`config.mk`:
```
export PLATFORM = sky130hd
export DESIGN_NAME = uart_rx_fsm
export DESIGN_NICKNAME = d
export VERILOG_FILES = /design/src/rtl/uart_rx_pkg.sv /design/src/rtl/uart_edge_bit_counter.sv /design/src/rtl/uart_rx_fsm.sv
export SDC_FILE = /design/constraint.sdc
export NUM_CORES = 1
export LEC_CHECK = 0
export BUFFER_PORTS_ARGS = -buffer_cell sky130_fd_sc_hd__buf_2
export CAP_MARGIN = 30
export CORE_MARGIN = 3
export CORE_UTILIZATION = 49
export CTS_CLUSTER_DIAMETER = 120
export CTS_CLUSTER_SIZE = 24
export DETAILED_ROUTE_END_ITERATION = 12
export HOLD_SLACK_MARGIN = 0.08
export PLACE_DENSITY = 0.85
export SETUP_SLACK_MARGIN = 0.5
export SYNTH_ARGS = -nofsm -noshare
export SYNTH_HDL_FRONTEND = slang
export SYNTH_SLANG_ARGS = --single-unit
```
`constraint.sdc`:
```
create_clock -name CLK -period 1.8 [get_ports CLK]
set_input_delay 0.27 -clock CLK [delete_from_list [all_inputs] [get_ports CLK]]
set_output_delay 0.27 -clock CLK [all_outputs]
set_load 0.05 [all_outputs]
```
`src/rtl/uart_rx_pkg.sv`:
```
// Shared definitions for the UART receiver: FSM state encoding and sampling constants.
package uart_rx_pkg;

  localparam logic [2:0] ST_IDLE   = 3'd0;
  localparam logic [2:0] ST_START  = 3'd1;
  localparam logic [2:0] ST_DATA   = 3'd2;
  localparam logic [2:0] ST_PARITY = 3'd3;
  localparam logic [2:0] ST_STOP   = 3'd4;
  localparam logic [2:0] ST_CHECK  = 3'd5;

  typedef enum logic [2:0] {
    IDLE   = ST_IDLE,
    START  = ST_START,
    DATA   = ST_DATA,
    PARITY = ST_PARITY,
    STOP   = ST_STOP,
    CHECK  = ST_CHECK
  } rx_state_e;

  // The three majority samples sit at P/2-1..P/2+1, so results are final two edges past P/2.
  localparam int SAMP_OFFSET = 2;

endpackage

```
`src/rtl/uart_edge_bit_counter.sv`:
```
// Oversampling edge counter and frame bit counter; the edge count wraps at presc-1
// and each wrap advances the bit count.
module uart_edge_bit_counter #(
  parameter int PRESCALE_W = 6
) (
  input  logic                  clk,
  input  logic                  rst,
  input  logic                  en,
  input  logic                  clr,
  input  logic [PRESCALE_W-1:0] presc,
  output logic [PRESCALE_W-1:0] edge_cnt,
  output logic [3:0]            bit_cnt
);

  logic last_edge;

  assign last_edge = (edge_cnt == presc - PRESCALE_W'(1));

  // NOTE: sequential state uses non-blocking assignments so every register samples
  // pre-edge values, independent of statement order.
  always_ff @(posedge clk) begin
    if (rst || clr) begin
      edge_cnt <= '0;
      bit_cnt  <= '0;
    end else if (en) begin
      if (last_edge) begin
        edge_cnt <= '0;
        bit_cnt  <= bit_cnt + 4'd1;
      end else begin
        edge_cnt <= edge_cnt + PRESCALE_W'(1);
      end
    end
  end

endmodule

```
`src/rtl/uart_rx_fsm.sv`:
```
// UART receive sequencer: detects the start edge, walks start/data/parity/stop bits
// and strobes the datapath enables; pulses data_valid for an error-free frame.
module uart_rx_fsm
  import uart_rx_pkg::*;
#(
  parameter int DATA_WIDTH = 8,
  parameter int PRESCALE_W = 6
) (
  input  logic                  CLK,
  input  logic                  RST,
  input  logic                  RX_IN,
  input  logic                  PAR_EN,
  input  logic [PRESCALE_W-1:0] Prescale,
  input  logic                  strt_glitch,
  input  logic                  par_err,
  input  logic                  stp_err,
  output logic [PRESCALE_W-1:0] edge_cnt,
  output logic [3:0]            bit_cnt,
  output logic                  dat_samp_en,
  output logic                  strt_chk_en,
  output logic                  par_chk_en,
  output logic                  stp_chk_en,
  output logic                  deser_en,
  output logic                  data_valid
);

  rx_state_e             state, next_state;
  logic [PRESCALE_W-1:0] presc_q;
  logic                  par_en_q;
  logic [PRESCALE_W-1:0] samp_pt;
  logic                  last_edge;
  logic                  last_data;
  logic                  cnt_clr;
  logic                  frame_start;

  assign samp_pt   = (presc_q >> 1) + PRESCALE_W'(SAMP_OFFSET);
  assign last_edge = (edge_cnt == presc_q - PRESCALE_W'(1));
  assign last_data = last_edge && (bit_cnt == 4'(DATA_WIDTH));

  // NOTE: every signal written in always_comb gets a default first, so no path
  // through the case statement can leave a value held (which would infer a latch).
  always_comb begin
    next_state = state;
    case (state)
      IDLE:    if (!RX_IN) next_state = START;
      START:   if (last_edge) next_state = strt_glitch ? IDLE : DATA;
      DATA:    if (last_data) next_state = PAR_EN ? PARITY : STOP;
      PARITY:  if (last_edge) next_state = STOP;
      STOP:    if (edge_cnt == samp_pt) next_state = CHECK;
      CHECK:   next_state = RX_IN ? IDLE : START;
      default: next_state = IDLE;
    endcase
  end

  // Counters run only while a bit is in flight; IDLE and CHECK hold them at zero.
  assign cnt_clr     = (next_state == IDLE) || (next_state == CHECK);
  assign frame_start = (state == IDLE || state == CHECK) && (next_state == START);

  always_ff @(posedge CLK) begin
    if (RST) begin
      state      <= IDLE;
      presc_q    <= '0;
      par_en_q   <= 1'b0;
      data_valid <= 1'b0;
    end else begin
      state <= next_state;
      if (frame_start) presc_q <= Prescale;
      if (state == DATA && last_data) par_en_q <= PAR_EN;
      // Error flags are final at the stop sample point, so validity is judged on entry to CHECK.
      data_valid <= (state == STOP) && (next_state == CHECK) &&
                    !stp_err && !(par_en_q && par_err);
    end
  end

  uart_edge_bit_counter #(
    .PRESCALE_W (PRESCALE_W)
  ) u_counter (
    .clk      (CLK),
    .rst      (RST),
    .en       (!cnt_clr),
    .clr      (cnt_clr),
    .presc    (presc_q),
    .edge_cnt (edge_cnt),
    .bit_cnt  (bit_cnt)
  );

  assign dat_samp_en = (state == START) || (state == DATA) ||
                       (state == PARITY) || (state == STOP);
  assign strt_chk_en = (state == START);
  assign par_chk_en  = (state == PARITY);
  assign stp_chk_en  = (state == STOP);
  assign deser_en    = (state == DATA) && (edge_cnt == samp_pt);

endmodule

```
==> summary.md <==
| Metric | Value |
|---|---|
| Status | `finished, violations left` |
| Failing checks | `setup timing` |
| DR vias | `1,456` |
| Maximum clock path buffer count | `2` |
| Final hold vios | `0` |
| Min-delay worst type | `input port to flop` |
| Met1 Usage GRT | `28.3%` |
| Drt initial violations | `106` |
| Worst-path clk slew | `0.12 ns` |
| Mapped cell area | `1420 um^2` |
| Reg-to-reg setup timing slack | `-0.31 ns` |
| #FFs+latches synth | `21` |
| Flop pwr share | `45.2%` |
| FP Rows | `18` |
| Sequential-to-total area share from yosys stat | `29.6%` |
| Warnings, synthesis | `0` |
| Net Switching | `0.000387 W` |
| Main flop type after synthesis | `dfxtp_1` |
| Num Clock Sinks | `21` |
| Dpl hpwl | `2.54 mm` |
| Critical Path AT | `2.35 ns` |
| Combinational share of power | `33.3%` |
| Cells after DPL | `221` |
| Asr flop ratio synth | `0%` |
| Top cells by area, synth | `dfxtp_1, xnor2_1, ha_1` |
| First-pass GRT wire length | `6.70 mm` |
| Number of diodes | `0` |
| LEAKAGE | `0.853 nW` |
| Syn Nets | `179` |
| Final Worst Setup Slack | `-0.306 ns` |
| EDFF count, synth | `0` |
| PwrDens | `534 nW/um^2` |
| CTS Buf Count | `3` |
| CP Data Required Time | `2.04 ns` |
| Die Height | `59.8 um` |
| Count leader, synth | `dfxtp_1` |
| DRC viols | `0` |
| Unrepaired setup endpoints after global routing | `yes` |
| Total power | `0.00112 W` |
| Pre-CTS setup slack | `-0.0752 ns` |
| Starting Density | `54.3%` |
| CP Max Fanout | `8` |
| Clock Root Buffer | `clkbuf_4` |
| Number of antenna violations at the first check in global routing | `0` |
| Critical path launch point type | `flop` |
| Layout cells sized above 1 | `49.8%` |
| Final wirelength | `4.39 mm` |
| Maxcap violations | `0` |
| Drt pass-1 iters | `4` |
| Post-synth top cells | `dfxtp_1, nor2_1, xnor2_1` |
| Critical path endpoint category | `flop` |
| Core Region | `2610 um^2` |
| Worst vdd ir | `0.000765 V` |
| Fin cells | `245` |
| Gpl congestion | `0.895` |
| Buffers added on ports | `28` |
| Wire length per cell | `17.9 um` |
| Worst Skew | `0.00539 ns` |
| Total gr overflow | `0` |
| Met2 GRT Util | `44.9%` |
| Die Area | `3580 um^2` |
| Synth unique cells | `47` |
| Final core occ | `80.5%` |
| Syn_area_per_cell | `8.92 um^2` |
| Largest net degree at the start of global routing | `15` |
| Slew Viols, Final | `0` |
| GRT Total Usage | `24.5%` |
| Antenna-violating nets left | `0` |
| Clock latency on the worst-skew pair | `0.32 ns` |
| Final setup violation count | `15` |
| Clock Power Share | `21.5%` |
| Nets | `236` |
| H-tree level count | `1` |
| GRT busiest layer | `met2` |
| Syn-to-layout area delta | `48.2%` |
| Sw frac | `34.5%` |
| Max Freq | `475 MHz` |
| Tcrit/Tclk final | `117%` |
| Number of global-route vias before repair | `1,417` |
| Top Ports | `29` |
| Final Critical Period | `2.11 ns` |
| Critical Setup Path Class | `flop to flop` |
| TNS Setup | `-3.68 ns` |
| P_int | `0.000735 W` |
| Met3 usage | `3.89%` |
| Top-area cell type share of the netlist area | `29.6%` |
| TritonCTS clock tree | `done` |
| Vias/cell | `5.94` |
| Synth Instances | `159` |
| Cell taking the most area after synthesis | `dfxtp_1` |
| Worst slew margin | `70.3%` |
| Worst Max-Slew Pin Slew | `0.442 ns` |
| Die X | `59.8 um` |
cell type report:
type / instances / area [um^2]
repair buffers: 58 / 464
multi-input cells: 122 / 1080
well taps: 30 / 37.5
inverters: 10 / 51.3
flip-flops and latches: 21 / 448
clock buffers: 4 / 26.3
fillers: 148 / 509
sequential cells by signal (all words and copies together) (netlist names):
signal              count
par_en_q                1
data_valid              1
u_counter.bit_cnt       4
state                   3
u_counter.edge_cnt      6
presc_q                 6
logic make-up after synthesis:
group / Yosys count / share of synthesized area (%)
flops: 21 / 29.6
xor+xnor: 19 / 12.3
compound gates: 35 / 20.8
fa+ha+maj: 7 / 6.17
buf+inv: 16 / 4.50
simple gates: 55 / 22.4
mux: 6 / 4.23
worst max-delay path, cell delays in order (launching register included):
cell	delay (ns)
dfxtp_4	0.39
buf_6	0.12
buf_6	0.11
or3_4	0.42
o31a_1	0.31
o2111ai_4	0.36
o21ai_2	0.10
a41oi_2	0.22
cell usage in the layout (no fill, tap or decap), types with 6 or more instances in the layout:
master	count
a21oi_1	8
buf_2	14
buf_4	26
buf_6	11
clkbuf_4	7
dfxtp_1	9
dfxtp_2	7
mux2i_1	6
nor2_1	13
nor3_2	7
o211ai_1	6
xnor2_1	10
xor2_1	7
power groups by stage:
stage | clock (W) | sequential [W] | combinational, W
after global placement | 0 | 0.000514 | 0.000290
after CTS | 0.000239 | 0.000505 | 0.000334
final | 0.000242 | 0.000507 | 0.000374
after detailed placement | 0 | 0.000516 | 0.000302
after global routing | 0.000275 | 0.000511 | 0.000394
after floorplan | 0 | 0.000525 | 0.000207
per-layer routing:
metal / wire length (um) / share of wire (%)
met1: 1680 / 38
met2: 2320 / 53
met3: 260 / 5.9
met4: 123 / 2.8
met5: 0 / 0
through the flow:
| step | hold WS, ns | area, um^2 |
|---|---|---|
| 2_1_floorplan | 0.413 | 1540 |
| 3_3_place_gp | 0.476 | 1740 |
| 4_1_cts | 0.185 | 1990 |
| 3_5_place_dp | 0.481 | 1740 |
| 6_report | 0.173 | 2100 |
| 5_1_grt | 0.155 | 2100 |
worst paths after layout:
path / from / cells past startpoint / endpoint
worst max-delay path: presc_q[2] / 7 / state[0]
worst min-delay path: Prescale[5] / 3 / presc_q[5]
worst max register to register: presc_q[2] / 7 / state[0]
worst min register to register: u_counter.edge_cnt[0] / 1 / u_counter.edge_cnt[0]
timing repair:
action                                  CTS  global route
resized for setup                        38            19
hold buffers                              0             0
endpoints found under the setup margin   28            34
pin swaps                                20            13
setup buffers                            13             7
Power figures use the tool's default switching activity.
